[src/rtl/piezo_seq.sv]
// Two-melody piezo sequencer: plays SEQ_LEN notes of NOTE_TICKS cycles each,
// producing a square wave whose half-period is (tone value + 1) cycles.
module piezo_seq #(
    parameter int HALF_W     = 12,
    parameter int NOTE_TICKS = 62500,
    parameter int NOTE_W     = 17,
    parameter int SEQ_LEN    = 8
) (
    input  logic       clk,
    input  logic       rst,
    input  logic       start,
    input  logic       stop,
    input  logic       mel_sel,
    input  logic       loop_en,
    output logic       piezo,
    output logic       busy,
    output logic       done,
    output logic [3:0] note_idx
);

    typedef enum logic {IDLE, PLAY} state_t;

    localparam logic [NOTE_W-1:0] DUR_LAST = NOTE_W'(NOTE_TICKS - 1);
    localparam logic [3:0]        IDX_LAST = 4'(SEQ_LEN - 1);

    state_t              state_reg, state_next;
    logic                mel_reg, mel_next;
    logic                piezo_reg, piezo_next;
    logic                done_reg, done_next;
    logic [3:0]          idx_reg, idx_next;
    logic [NOTE_W-1:0]   dur_reg, dur_next;
    logic [HALF_W-1:0]   tone_reg, tone_next;
    logic [HALF_W-1:0]   tone_val;

    // Half-period table; a value of 0 marks a rest, upper indices are all rests.
    function automatic logic [HALF_W-1:0] tone_lookup(input logic mel, input logic [3:0] idx);
        logic [11:0] t;
        t = 12'd0;
        if (idx[3]) begin
            t = 12'd0;
        end else if (mel) begin
            t = idx[0] ? 12'd0 : 12'd1915;
        end else begin
            case (idx[2:0])
                3'd0, 3'd1: t = 12'd3846;
                3'd2:       t = 12'd3048;
                3'd3, 3'd4: t = 12'd2564;
                default:    t = 12'd1915;
            endcase
        end
        return HALF_W'(t);
    endfunction

    assign tone_val = tone_lookup(mel_reg, idx_reg);

    always_ff @(posedge clk or posedge rst) begin
        if (rst) begin
            state_reg <= IDLE;
            mel_reg   <= 1'b0;
            piezo_reg <= 1'b0;
            done_reg  <= 1'b0;
            idx_reg   <= 4'd0;
            dur_reg   <= '0;
            tone_reg  <= '0;
        end else begin
            state_reg <= state_next;
            mel_reg   <= mel_next;
            piezo_reg <= piezo_next;
            done_reg  <= done_next;
            idx_reg   <= idx_next;
            dur_reg   <= dur_next;
            tone_reg  <= tone_next;
        end
    end

    always_comb begin
        state_next = state_reg;
        mel_next   = mel_reg;
        piezo_next = piezo_reg;
        done_next  = 1'b0;
        idx_next   = idx_reg;
        dur_next   = dur_reg;
        tone_next  = tone_reg;
        case (state_reg)
            IDLE: begin
                piezo_next = 1'b0;
                idx_next   = 4'd0;
                dur_next   = '0;
                tone_next  = '0;
                if (start && !stop) begin
                    state_next = PLAY;
                    mel_next   = mel_sel;
                end
            end
            PLAY: begin
                if (stop) begin
                    // Abort outranks the end-of-melody boundary on the same edge.
                    state_next = IDLE;
                    piezo_next = 1'b0;
                    idx_next   = 4'd0;
                    dur_next   = '0;
                    tone_next  = '0;
                end else if (dur_reg == DUR_LAST) begin
                    dur_next   = '0;
                    tone_next  = '0;
                    piezo_next = 1'b0;
                    if (idx_reg == IDX_LAST) begin
                        idx_next = 4'd0;
                        if (!loop_en) begin
                            state_next = IDLE;
                            done_next  = 1'b1;
                        end
                    end else begin
                        idx_next = idx_reg + 4'd1;
                    end
                end else begin
                    dur_next = dur_reg + 1'b1;
                    if (tone_val == '0) begin
                        tone_next  = '0;
                        piezo_next = 1'b0;
                    end else if (tone_reg == tone_val) begin
                        tone_next  = '0;
                        piezo_next = ~piezo_reg;
                    end else begin
                        tone_next = tone_reg + 1'b1;
                    end
                end
            end
            default: state_next = IDLE;
        endcase
    end

    assign busy     = (state_reg == PLAY);
    assign piezo    = piezo_reg;
    assign done     = done_reg;
    assign note_idx = idx_reg;

endmodule

[config.mk]
export PLATFORM = sky130hd
export DESIGN_NAME = piezo_seq
export DESIGN_NICKNAME = d
export VERILOG_FILES = /design/src/rtl/piezo_seq.sv
export SDC_FILE = /design/constraint.sdc
export NUM_CORES = 1
export LEC_CHECK = 0
export ABC_AREA = 0
export CAP_MARGIN = 20
export CORE_ASPECT_RATIO = 1.5
export CORE_MARGIN = 8
export CORE_UTILIZATION = 24
export CTS_CLUSTER_SIZE = 14
export DETAILED_ROUTE_END_ITERATION = 16
export PLACE_DENSITY_LB_ADDON = 0.12
export REMOVE_ABC_BUFFERS = 1
export SETUP_SLACK_MARGIN = 0.5
export SLEW_MARGIN = 15
export SYNTH_ARGS = -nofsm -noshare
export SYNTH_HDL_FRONTEND = slang
export SYNTH_SLANG_ARGS = --single-unit
[constraint.sdc]
create_clock -name clk -period 2.8 [get_ports clk]
set_clock_uncertainty 0.1 [all_clocks]
set_input_delay 0.42 -clock clk [delete_from_list [all_inputs] [get_ports clk]]
set_output_delay 0.42 -clock clk [all_outputs]
set_load 0.03 [all_outputs]
## Yosys cells after proc, flatten, opt, wreduce, memory -nomap -nowiden

Index checks and enable logic that the tools add are counted.

| word-level totals | value |
|---|---|
| output and inout bits | 7 |
| register bits after elaboration | 37 |

| cells by class | value |
|---|---|
| mux-type cells | 32 |
| reductions and logical operators | 7 |
| add/subtract/negate cells | 3 |
| bitwise operators | 2 |
| equal/unequal tests | 9 |

Operators with widths:

| cell | number |
|---|---|
| two-way mux 12 bit | 6 |
| one-hot mux 12 bit (3 select lines) | 1 |
| two-way mux 17 bit | 2 |
| one-hot mux 17 bit (2 select lines) | 1 |
| one-hot mux 12 bit (2 select lines) | 1 |
| adder 17 x 1 -> 17 bit, second input constant | 1 |
| == test 17 x 16 -> 1 bit, second input constant | 1 |
| two-way mux 1 bit | 14 |
| adder 12 x 1 -> 12 bit, second input constant | 1 |
| == test 12 bit | 1 |
| zero test 12 bit | 1 |
| two-way mux 4 bit | 3 |
| two-way mux 11 bit | 1 |
| one-hot mux 4 bit (2 select lines) | 1 |
| == test 3 x 2 -> 1 bit, second input constant | 2 |
| inequality test 5 x 2 -> 1 bit, second input constant | 1 |
| adder 4 x 1 -> 4 bit, second input constant | 1 |
| == test 4 x 3 -> 1 bit, second input constant | 1 |
| one-hot mux 1 bit (2 select lines) | 2 |
| OR reduction 2 bit | 2 |
| == test 3 x 1 -> 1 bit, second input constant | 1 |
| == test 3 bit, second input constant | 1 |
| zero test 3 bit | 1 |
| inequality test 3 x 2 -> 1 bit, second input constant | 1 |
| other kinds (4) | 5 |

## Longest topological paths before layout

| logic depth | value |
|---|---|
| depth after elaboration | 11 |
| gate-level depth with buffers | 10 |
| gate-level depth less buffers | 8 |

## Worst setup path before layout

Ideal clock, no wire load.

| path | value |
|---|---|
| path type | register to register |
| start point | reg idx_reg[0], in the netlist note_idx[0] |
| end point | reg tone_reg[5] |
| slack | 0.303 ns |
| library setup time | 0.119 ns |
| data arrival time | 2.278 ns |
| stages on the path, launching flop included | 10 |
| buffers on the path | 2 |
| cell sequence | dfrtp_1 > buf_2 > inv_1 > ha_1 > or3_4 > a311oi_2 > o2111ai_1 > o21ai_2 > buf_6 > nor2_2 |

| between the ends | value |
|---|---|
| cells in the longest elaborated chain, start to end | 11 |

Ends and longest elaborated chain:

| what | line | RTL |
|---|---|---|
| start, declared | 30 | `logic [3:0] idx_reg, idx_next;` |
| start signal, assigned | 70 | `idx_reg <= idx_next;` |
| == test 3 x 2 -> 1 bit, or another cell as far along | 44 | `case (idx[2:0])` |
| OR reduction 2 bit | 44 |  |
| one-hot mux 12 bit (3 select lines) | 44 |  |
| two-way mux 12 bit * | 41 | `end else if (mel) begin` |
| two-way mux 12 bit * | 39 | `if (idx[3]) begin` |
| == test 12 bit | 121 | `end else if (tone_reg == tone_val) begin` |
| two-way mux 12 bit | 121 |  |
| two-way mux 12 bit * | 118 | `if (tone_val == '0) begin` |
| two-way mux 12 bit * | 103 | `end else if (dur_reg == DUR_LAST) begin` |
| two-way mux 12 bit * | 96 | `if (stop) begin` |
| one-hot mux 12 bit (2 select lines) * | 84 | `case (state_reg)` |
| named net tone_next[5] | 32 | `logic [HALF_W-1:0] tone_reg, tone_next;` |
| end signal, assigned | 72 | `tone_reg <= tone_next;` |
| end, declared | 32 |  |

Mark *: on every way through the listed nets, which the timed path passes. The rest lies on a longest branch.
A chain may end at the register's enable or synchronous reset.

## Final worst setup path

Same ends and word-level chain as after synthesis.

==> summary.md <==
| Metric | Value |
|---|---|
| Outcome | `complete, no violations` |
| Final GP Congestion | `0.7545` |
| CTS buffer count | `5` |
| Clock root cell | `clkbuf_16` |
| Placed Instance Area | `2346 um^2` |
| Top cell type's share of synthesized area | `43.81%` |
| Synth area leaders | `dfrtp_1 (44%), xor2_1 (7.0%), nor2_1 (5.9%)` |
| Clock tree buffer depth | `2` |
| Vias in the first global route | `1707` |
| Dpl hpwl | `3.465 mm` |
| Post-synth EDFFs | `0` |
| Port Buf Inserts | `12` |
| Final ANT Viol Nets | `0` |
| FFs w/ async S/R, synth | `100.0%` |
| Seq/Total Area, Yosys | `43.81%` |
| CTS clk-pin slew, worst paths | `0.05 ns` |
| Die height | `130.9 um` |
| Worst setup EP type | `flip-flop` |
| DRC | `0` |
| Final min period | `2.277 ns` |
| Core ar. | `8671 um^2` |
| Pre-Repair DR Iteration Count | `4` |
| Finished Layout Cells | `352` |
| Hold Path Class | `flip-flop to flip-flop` |
| Via count | `1597` |
| CTS tree | `built` |
| Final period utilization | `81.30%` |
| Commonest non-fill, non-tap cell in the layout | `dfrtp_1` |
| Final wirelength | `4.998 mm` |
| 1st-iter DRT viols | `32` |
| Main synth FF type | `dfrtp_1` |
| Antenna diode count | `0` |
| Max Used Layer | `met4` |
| Max frequency | `439.3 MHz` |
| Metal-1 WL | `2.015 mm` |
| # Max-Cap Violations | `0` |
| Crit path arrival time | `2.35 ns` |
| Max reg flops | `17` |
| Most frequent cells in the layout | `dfrtp_1 (35), nor2_1 (32), xor2_1 (17), nand2_1 (16), clkdlybuf4s50_1 (12)` |
| Routed vias/inst | `4.537` |
| # nets final | `253` |
| Mapped Area | `2113 um^2` |
| Yosys cell types | `41` |
| Synth Area per Inst | `9.694 um^2` |
| Leakage power | `1.081 nW` |
| Worst-path fanout max | `6` |
| Largest net degree at the start of global routing | `38` |
| Biggest area consumer among synthesized cells | `dfrtp_1` |
| Seq cells post-synth | `37` |
| Setup TNS | `0 ns` |
| H-tree levels | `2` |
| Gr ovfl total | `0` |
| PwrDens | `485.7 nW/um^2` |
| Initial core utilization | `24.37%` |
| Sink Count | `37` |
| Req. time, crit path | `2.87 ns` |
| Global Route Usage Sum | `9.185%` |
| Max rail drop VDD | `0.2245 mV` |
| Delay of the slowest critical-path stage | `0.44 ns` |
| RSZ-0062 raised after global routing | `true` |
| Worst-path cell chain | `inv_4 -> ha_4 -> or3_4 -> a311oi_4 -> o2111ai_2 -> o21ai_2 -> buf_6 -> nor2_2` |
| Final setup violation count | `0` |
| WL/cell | `14.20 um` |
| # rows | `42` |
| Worst Setup Start Kind | `flip-flop` |
| Post-route cell area | `2675 um^2` |
| Chip width | `92.62 um` |
| Clk_lat worst skew | `0.28 ns` |
| Least-Margin Pin Slew | `0.4901 ns` |
| Slowest CP cell | `dfrtp_2` |
| Crit Path Class | `flip-flop to flip-flop` |
| Rel. slew slack | `67.33%` |
| Antenna violations before repair | `0` |
| Fin. max-slew vios | `0` |
| First-pass GRT wire length | `8.707 mm` |
| Hold_buf cts | `0` |
| Layout cells sized above 1 | `21.07%` |
| Die Area | `12130 um^2` |
| Fin. Hold Viols | `0` |
| Met2 routed WL | `2.743 mm` |
| Syn Inst Count | `218` |
| Boundary pin count | `13` |
| Layout area overhead | `26.58%` |
| Placed cell count | `337` |
| Met3 wire length | `142 um` |
| Synth warnings | `0` |
-- cell type report --
| cell class | count | area (um^2) |
|---|---|---|
| multi-input combinational | 167 | 1199 |
| inverter | 8 | 35.03 |
| sequential | 37 | 928.4 |
| clock inverter | 1 | 30.03 |
| clock buffer | 7 | 142.6 |
| fill | 910 | 5996 |
| timing repair buffer | 22 | 202.7 |
| tap | 110 | 137.6 |
-- logic make-up (layout without fill, tap and decap cells) --
group	after synthesis	after routing	share of synthesized area, %
DFF	37	37	43.81
muxes	5	5	2.428
adders and majority gates	6	6	3.552
AOI/OAI and AO/OA	19	19	6.986
xor gates and xnor gates	27	27	11.19
buffers and inverters	14	38	3.671
and+or+nand+nor	110	110	28.36
-- cells in the mapped netlist (all sizes together) (5+ instances only) --
cell,count
nand2,16
xnor2,10
inv,8
or3,7
xor2,17
ha,6
nor2,43
nor2b,5
a21oi,6
nand3,10
buf,6
dfrtp,37
-- stage by stage --
stage	hold slack (ns)	utilization (%)	power, mW	setup WS (ns)
after floorplan	0.3553	-	0.6127	0.1263
after global placement	0.3837	27.06	0.6471	0.3523
after detailed placement	0.3921	27.06	0.6444	0.2974
after CTS	0.4002	29.87	1.326	0.5067
after global routing	0.4410	30.85	1.352	0.4417
final	0.3949	30.85	1.299	0.5235
-- routing by layer --
| metal | track usage, % | vias up |
|---|---|---|
| li1 | - | 784 |
| met1 | 9.997 | 793 |
| met2 | 16.47 | 14 |
| met3 | 2.287 | 6 |
| met4 | 4.000 | 0 |
| met5 | 0 | - |
-- path summary, 6_finish.rpt --
| kind | depth (start not counted) | to | from | slack [ns] |
|---|---|---|---|---|
| worst min register to register | 1 | dur_reg[0]$_DFF_PP0_ | dur_reg[0]$_DFF_PP0_ | 0.39 |
| worst max register to register | 8 | tone_reg[5]$_DFF_PP0_ | note_idx[0]$_DFFE_PP0P_ | 0.52 |
| worst min-delay path | 1 | dur_reg[0]$_DFF_PP0_ | dur_reg[0]$_DFF_PP0_ | 0.39 |
| min in group asynchronous | 3 | tone_reg[1]$_DFF_PP0_ | rst | 0.46 |
| max in group asynchronous | 3 | note_idx[0]$_DFFE_PP0P_ | rst | 1.76 |
| worst max-delay path | 8 | tone_reg[5]$_DFF_PP0_ | note_idx[0]$_DFFE_PP0P_ | 0.52 |
-- power by group --
| group | total [mW] | switching (mW) | internal (mW) | leakage, nW |
|---|---|---|---|---|
| logic | 0.0896 | 0.0515 | 0.0381 | 0.488 |
| clock network | 0.653 | 0.208 | 0.445 | 0.0841 |
| registers | 0.557 | 0.0164 | 0.541 | 0.509 |
| total | 1.30 | 0.276 | 1.02 | 1.08 |
-- timing repair --
action                                  CTS  global route
resized for setup                        11            14
pin swaps                                 4            12
buffers inserted                          3             3
endpoints found under the setup margin   13            31
cloned                                    1             0
-- critical path, delay by kind of cell (launching register included) --
family,cells,cell delay [ns]
AO/OA/AOI/OAI,3,0.74
flip-flops,1,0.44
adder cells (fa/ha/maj),1,0.17
buffers and inverters,2,0.26
AND/OR/NAND/NOR,2,0.46
Power figures use the tool's default switching activity.
